[src/rtl/watchdog_multi.sv]
// rtl/watchdog_multi.sv - multi-channel heartbeat watchdog with first-fault latch and global reset pulse.
// Optional heartbeat window check (early kick counts as a fault) is enabled by defining WD_WINDOW_EN.
module watchdog_multi #(
  parameter int NUM_CH   = 4,
  parameter int CNT_W    = 32,
  parameter int TIMEOUT  = 100000000,
  parameter int WARN_AT  = 75000000,
  parameter int RST_HOLD = 16,
  parameter int WIN_MIN  = 1000,
  localparam int CH_W    = (NUM_CH > 1) ? $clog2(NUM_CH) : 1
) (
  input  logic              clk,
  input  logic              rstn,
  input  logic [NUM_CH-1:0] enable,
  input  logic [NUM_CH-1:0] heartbeat,
  input  logic              clear,
  output logic [NUM_CH-1:0] warning,
  output logic [NUM_CH-1:0] expired,
  output logic [NUM_CH-1:0] early_hb,
  output logic              force_reset,
  output logic              fault_valid,
  output logic [CH_W-1:0]   fault_ch
);

  localparam int HOLD_W = (RST_HOLD > 1) ? $clog2(RST_HOLD) : 1;
  localparam logic [CNT_W-1:0] CNT_TO   = CNT_W'(TIMEOUT);
  localparam logic [CNT_W-1:0] CNT_WARN = CNT_W'(WARN_AT);
`ifdef WD_WINDOW_EN
  localparam logic [CNT_W-1:0] CNT_WIN  = CNT_W'(WIN_MIN);
`endif

  if (NUM_CH < 1 || NUM_CH > 16 || WARN_AT < 1 || WARN_AT >= TIMEOUT ||
      RST_HOLD < 1 || WIN_MIN >= WARN_AT) begin : g_param_err
    $error("watchdog_multi: illegal parameter set");
  end

  typedef enum logic [1:0] {S_IDLE, S_RUN, S_EXPIRED} state_t;

  state_t            state_q [NUM_CH];
  state_t            state_d [NUM_CH];
  logic [CNT_W-1:0]  cnt_q   [NUM_CH];
  logic [CNT_W-1:0]  cnt_d   [NUM_CH];
  logic [NUM_CH-1:0] warn_d;
  logic [NUM_CH-1:0] exp_d;
  logic [NUM_CH-1:0] early_d;
  logic [NUM_CH-1:0] new_exp;
  logic [CNT_W-1:0]  cnt_nxt;
  logic              too_early;
  logic [CH_W-1:0]   first_ch;
  logic [HOLD_W-1:0] hold_q;
  logic              clr_ok;

  // clear is locked out while the reset pulse is in flight
  assign clr_ok = clear & ~force_reset;

  always_comb begin
    cnt_nxt   = '0;
    too_early = 1'b0;
    for (int i = 0; i < NUM_CH; i++) begin
      state_d[i] = state_q[i];
      cnt_d[i]   = cnt_q[i];
      warn_d[i]  = warning[i];
      exp_d[i]   = expired[i];
      early_d[i] = 1'b0;
      new_exp[i] = 1'b0;
      cnt_nxt    = heartbeat[i] ? '0 : cnt_q[i] + CNT_W'(1);
`ifdef WD_WINDOW_EN
      // the IDLE->RUN edge samples in IDLE, so its heartbeat is exempt
      too_early  = (state_q[i] == S_RUN) && heartbeat[i] && (cnt_q[i] < CNT_WIN);
`else
      too_early  = 1'b0;
`endif
      if (clr_ok) begin
        state_d[i] = S_IDLE;
        cnt_d[i]   = '0;
        warn_d[i]  = 1'b0;
        exp_d[i]   = 1'b0;
      end else if (state_q[i] != S_EXPIRED) begin
        if (!enable[i]) begin
          state_d[i] = S_IDLE;
          cnt_d[i]   = '0;
          warn_d[i]  = 1'b0;
        end else if (too_early) begin
          state_d[i] = S_EXPIRED;
          cnt_d[i]   = CNT_TO;
          warn_d[i]  = 1'b1;
          exp_d[i]   = 1'b1;
          early_d[i] = 1'b1;
          new_exp[i] = 1'b1;
        end else begin
          cnt_d[i]   = cnt_nxt;
          warn_d[i]  = (cnt_nxt >= CNT_WARN);
          if (cnt_nxt == CNT_TO) begin
            state_d[i] = S_EXPIRED;
            exp_d[i]   = 1'b1;
            new_exp[i] = 1'b1;
          end else begin
            state_d[i] = S_RUN;
          end
        end
      end
    end
  end

  always_comb begin
    first_ch = '0;
    for (int i = NUM_CH - 1; i >= 0; i--) begin
      if (new_exp[i]) first_ch = CH_W'(i);
    end
  end

  always_ff @(posedge clk or negedge rstn) begin
    if (!rstn) begin
      for (int i = 0; i < NUM_CH; i++) begin
        state_q[i] <= S_IDLE;
        cnt_q[i]   <= '0;
      end
      warning     <= '0;
      expired     <= '0;
      early_hb    <= '0;
      force_reset <= 1'b0;
      fault_valid <= 1'b0;
      fault_ch    <= '0;
      hold_q      <= '0;
    end else begin
      for (int i = 0; i < NUM_CH; i++) begin
        state_q[i] <= state_d[i];
        cnt_q[i]   <= cnt_d[i];
      end
      warning  <= warn_d;
      expired  <= exp_d;
      early_hb <= early_d;
      if (clr_ok) begin
        fault_valid <= 1'b0;
        fault_ch    <= '0;
      end else if (!fault_valid && (|new_exp)) begin
        fault_valid <= 1'b1;
        fault_ch    <= first_ch;
        force_reset <= 1'b1;
        hold_q      <= HOLD_W'(RST_HOLD - 1);
      end else if (force_reset) begin
        if (hold_q == '0) force_reset <= 1'b0;
        else              hold_q      <= hold_q - HOLD_W'(1);
      end
    end
  end

endmodule

[config.mk]
export PLATFORM = sky130hd
export DESIGN_NAME = watchdog_multi
export DESIGN_NICKNAME = d
export VERILOG_FILES = /design/src/rtl/watchdog_multi.sv
export SDC_FILE = /design/constraint.sdc
export NUM_CORES = 1
export LEC_CHECK = 0
export BUFFER_PORTS_ARGS = -buffer_cell sky130_fd_sc_hd__buf_2
export CORE_MARGIN = 4
export CORE_UTILIZATION = 55
export CTS_BUF_LIST = sky130_fd_sc_hd__clkbuf_4 sky130_fd_sc_hd__clkbuf_8
export CTS_CLUSTER_DIAMETER = 50
export DETAILED_ROUTE_END_ITERATION = 16
export PLACE_DENSITY = 0.7
export SYNTH_ARGS = -nofsm -noshare
export SYNTH_HDL_FRONTEND = slang
export SYNTH_SLANG_ARGS = --single-unit
[constraint.sdc]
create_clock -name clk -period 7.15 [get_ports clk]
set_input_delay 0.3575 -clock clk [delete_from_list [all_inputs] [get_ports clk]]
set_output_delay 0.3575 -clock clk [all_outputs]
set_load 0.005 [all_outputs]
## Word level (Yosys, flattened, before mapping)

Cells that the tools add are included.

| operators by class | value |
|---|---|
| bitwise logic cells | 3 |
| equal/unequal tests | 9 |
| muxes and demuxes | 90 |
| reductions and logical operators | 23 |
| add/subtract/negate cells | 5 |
| order comparisons | 4 |

Operator list:

| operator | number |
|---|---|
| $mux W32 | 16 |
| $add A32 B1 Y32 const B | 4 |
| $eq A32 B27 Y1 const B | 4 |
| $ge A32 B27 Y1 const B | 4 |
| $mux W1 | 49 |
| $mux W2 | 22 |
| $reduce_bool A2 Y1 | 14 |
| $reduce_and A3 Y1 | 5 |
| $mux W4 | 3 |
| $ne A2 B2 Y1 const B | 5 |
| $logic_not A4 Y1 | 1 |
| $reduce_or A4 Y1 | 1 |
| $sub A4 B1 Y4 const B | 1 |
| $not A1 Y1 | 2 |
| $and A1 B1 Y1 | 1 |
| $logic_and A1 B1 Y1 | 1 |
| $logic_not A1 Y1 | 1 |

| storage, ports and cells | value |
|---|---|
| register bits | 152 |
| output and inout bits | 16 |
| word-level logic and storage cells | 154 |
| input port bits | 11 |

## Depth between registers and ports, before layout

| depth | value |
|---|---|
| word-level depth | 13 |
| mapped depth | 13 |
| mapped depth without buffers | 10 |

## Worst setup path after synthesis

Ideal clock, no wire load.

| timing path | value |
|---|---|
| path kind | flip-flop to flip-flop |
| start point | reg cnt_q[32] (netlist bit) |
| end point | reg fault_ch[1] |
| setup time | 0.129 ns |
| cell stages (with the launch flop) | 14 |
| buffers on the path | 3 |
| required time | 7.021 ns |
| clock period less this slack | 3.525 ns |
| arrival time | 3.396 ns |
| slack | 3.625 ns |
| cell sequence | dfrtp_1 ha_1 buf_2 nand4_1 or4_1 clkbuf_1 clkbuf_1 nor3b_1 mux2i_1 a31oi_1 or4_1 o2111a_1 o211ai_1 o21ai_1 |

| on the way | value |
|---|---|
| longest elaborated chain between the ends | 12 |
| elaborated cells on any way between the ends | 15 |
| those cells by class | add/sub: 1; eq/ne: 1; mux: 10; reduce/logical: 3 |

RTL lines:

| item | RTL line | text |
|---|---|---|
| start, declared | 41 | `logic [CNT_W-1:0] cnt_q [NUM_CH];` |
| start signal, assigned by index | 128 | `cnt_q[i] <= cnt_d[i];` |
| $add A32 B1 Y32 * | 66 | `cnt_nxt = heartbeat[i] ? '0 : cnt_q[i] + CNT_W'(1);` |
| $mux W32 * | 66 |  |
| $eq A32 B27 Y1 * | 93 | `if (cnt_nxt == CNT_TO) begin` |
| $mux W1 * | 93 |  |
| $mux W1 * | 79 | `if (!enable[i]) begin` |
| $mux W1 * | 78 | `end else if (state_q[i] != S_EXPIRED) begin` |
| $mux W1 * | 73 | `if (clr_ok) begin` |
| $mux W2 (3 in series) | 108 | `if (new_exp[i]) first_ch = CH_W'(i);` |
| $mux W2 | 136 | `end else if (!fault_valid && (\|new_exp)) begin` |
| $mux W2 | 133 | `if (clr_ok) begin` |
| end signal, assigned | 138 | `fault_ch <= first_ch;` |
| end, declared | 22 | `output logic [CH_W-1:0] fault_ch` |

Mark *: on every way between the ends. The rest lies on a longest branch, timed or not. The select of a mux whose other input is x is not followed.
A chain may end at the register's enable or synchronous reset.

## Worst setup path in the final report

Ends and elaborated chain as after synthesis.

==> flow_metrics.tcl <==
set metrics [dict create \
    outcome "completed" \
    p_clk_share_pct 42.7 \
    synth_warnings 0 \
    path_cells "ha_1, nand4_1, or4_1, nor4_1, o21ai_2, or4_1, or4_1, o2111a_1, o211ai_1, o21ai_1" \
    critPathCaptureType "register" \
    cts_made_buffers 17 \
    synth_area_per_cell_sq_um 7.80 \
    crit_type "register to register" \
    synthesis.area_sq_um 10900 \
    viasPerCell 6.59 \
    total_power_mw 1.63 \
    dieHeight_um 149 \
    dpl_cell_area_sq_um 11000 \
    core_sq_um 19500 \
    ys_types 81 \
    gr-total-overflow 0 \
    maxSlewViolCount 0 \
    fin_skew_ns 0.0175 \
    peakVddDrop_mv 0.130 \
    synth_edf_count 0 \
    crit_path_top_delay_cell "or4_1" \
    power_leakage_nw 4.25 \
    grt_usage_pct 26.8 \
    slowest_delay_ns 0.79 \
    num-fill-cells 1833 \
    design_area_sq_um 11400 \
    setup_viol 0 \
    hold_viol 0 \
    switching_share_pct 25.4 \
    cts_root_buf "clkbuf_8" \
    rsz0062_at_grt "false" \
    hpwl_um 20200 \
    arrival_ns 4.35 \
    io_pins 27 \
    slew_headroom_pct 20.3 \
    yosys.area.top_type_share_pct 34.9 \
    synth_top_cell_by_area "dfrtp_1" \
    layout-drive-gt1-share_pct 6.43 \
    wl_um 29100 \
    initial_utilization_pct 55.9 \
    syn_inst 1395 \
    final_core_util_pct 58.4 \
    whs_ns 0.254 \
    htree_levels 4 \
    final_cell_mix "o21ai_0 (177), nand2_1 (158), dfrtp_1 (152), nor2_1 (104), nand3_1 (74)" \
    antenna_cells 0 \
    ys_seq_area_share_pct 34.9 \
    power_frac_comb_pct 4.1 \
    nets 1355 \
    cts_sinks 152 \
    ys_async_sr_fraction_pct 100 \
    via_count 10657 \
    cts_max_path_buffers 2 \
    powerDensity_nw_per_um2 143 \
    antenna_found_initial 0 \
    grt_max_degree 83 \
    first_iter_violations 993 \
    grt_pass1_wl_um 49100 \
    tns_ns 0 \
    area_delta_synth_final_pct 4.51 \
    fin_crit_sh_pct 56.1 \
    die_x_um 149 \
    dr.pass1.iters 5 \
    grt_pass1_vias 9801 \
    period_needed_ns 4.01 \
    timing.fmax_mhz 249 \
    reg2reg_depth 10 \
    cts_tree "built" \
    place_congestion 0.907 \
    clk-insertion-delay-late_ns 0.47 \
    synth_flop_cell "dfrtp_1" \
    path_depth 10 \
    dieArea_sq_um 22100 \
    port_buffers 22 \
    switching_power_uw 413 \
    required_ns 7.49 \
    hold_path_class "input pin to register" \
    worst_pin_slew_ns 1.19 \
    wire_per_inst_um 18.0 \
    row_count 51 \
    multiInputGateArea_sq_um 6560 \
    cp_max_fo 14 \
    drcViolationCount 0 \
    crit_top_cell "or4_1" \
    drtAntennaViolNets 0 \
    clk_pin_slew_worst_paths_ns 0.09 \
    seqCellArea_sq_um 3800 \
    synth_top_cells_by_area "dfrtp_1 (35%), o21ai_0 (8.1%), nand2_1 (5.4%), nand4_1 (3.9%), nor2_1 (3.7%)" \
    layout_commonest_cell "o21ai_0" \
    internal_power_mw 1.21 \
    drv_cap 0 \
    path_buf_inv 0 \
    holdPathStages 3 \
    seqPwrFrac_pct 53.1 \
    start_kind "register" \
    synth_seq_cells 152 \
    cp_top_family "simple AND/OR/NAND/NOR gates" \
]
-- Yosys cell counts (all sizes together) (3+ instances only) --
library cell,n
and4,25
nor3,38
nand2,158
nor4b,8
a22o,19
or3,24
mux2i,4
buf,27
nand4,69
inv,20
nor3b,4
o2111ai,8
xnor2,32
o31ai,38
o21a,8
clkbuf,83
a32oi,3
a21oi,48
nand3b,3
a22oi,5
nand2b,7
nand4b,3
and2,14
nor4,35
o211ai,11
nand3,74
a211oi,6
nor2b,7
xor2,24
o21ai,182
ha,5
o41ai,9
or4,21
a311oi,6
nor2,108
and3,28
or2,7
dfrtp,152
a211o,4
o31a,7
a31oi,23
a21boi,4
-- registers in the layout (all words and copies together), names as in the netlist --
name,cells
fault_valid,1
warning,4
hold_q,4
state_q,8
cnt_q,128
fault_ch,2
force_reset,1
expired,4
-- timing repair --
| action | in CTS | in global routing |
|---|---|---|
| hold endpoints to repair | 79 | 0 |
| buffers inserted | 0 | 0 |
| resized for setup | 0 | 0 |
| hold buffers | 1 | 0 |
-- power groups by stage --
stage	Sequential (mW)	Combinational, mW	Clock (mW)
after floorplan	0.880	0.0335	0
after global placement	0.880	0.0667	0
after detailed placement	0.880	0.0672	0
after CTS	0.863	0.0679	0.710
after global routing	0.864	0.0756	0.750
final	0.863	0.0671	0.695
-- worst min-delay path, cell delays in order --
cell     delay [ns]
buf_2          0.13
nand3_1        0.12
a21oi_1        0.06
-- worst paths after layout --
kind	endpoint	startpoint	slack, ns
setup reg to reg	fault_ch[1]	cnt_q[32]	3.14
max in group asynchronous	cnt_q[111]	rstn	5.29
hold / removal	state_q[2]	enable[2]	0.25
hold reg to reg	expired[2]	expired[2]	0.50
setup / recovery	fault_ch[1]	cnt_q[32]	3.14
min in group asynchronous	cnt_q[28]	rstn	0.49
-- logic make-up (layout without fill, tap and decap cells) --
family | count (synthesis) | after routing | share of synthesized area, %
buf+inv | 131 | 85 | 5.00
other cells | 1 | 4 | 0.0345
mux | 4 | 4 | 0.368
simple gates | 643 | 643 | 31.4
compound gates | 403 | 403 | 23.2
flops | 152 | 152 | 34.9
fa+ha+maj | 5 | 5 | 0.575
xor+xnor | 56 | 56 | 4.51
-- area by class of cell --
| class | count | share of cell area [%] |
|---|---|---|
| flip-flops and latches | 152 | 33.4 |
| clock buffers | 20 | 2.36 |
| inverters | 21 | 0.693 |
| well taps | 265 | 2.91 |
| repair buffers | 32 | 1.70 |
| multi-input cells | 1115 | 57.7 |
| clock inverters | 12 | 1.23 |
-- through the flow --
step / setup slack (ns) / instances
after floorplan: 3.63 / 1398
final: 3.14 / 1617
after CTS: 3.20 / 1617
after detailed placement: 3.24 / 1584
after global placement: 3.29 / 1584
after global routing: 2.84 / 1617
-- routing by layer --
layer | GRT usage (%) | part of all wire (%)
met5 | 0 | 0
met4 | 8.68 | 2.3
met3 | 4.88 | 5.5
met2 | 41.9 | 46
met1 | 37.8 | 46
Note: power is estimated with default switching activity, not from simulation.
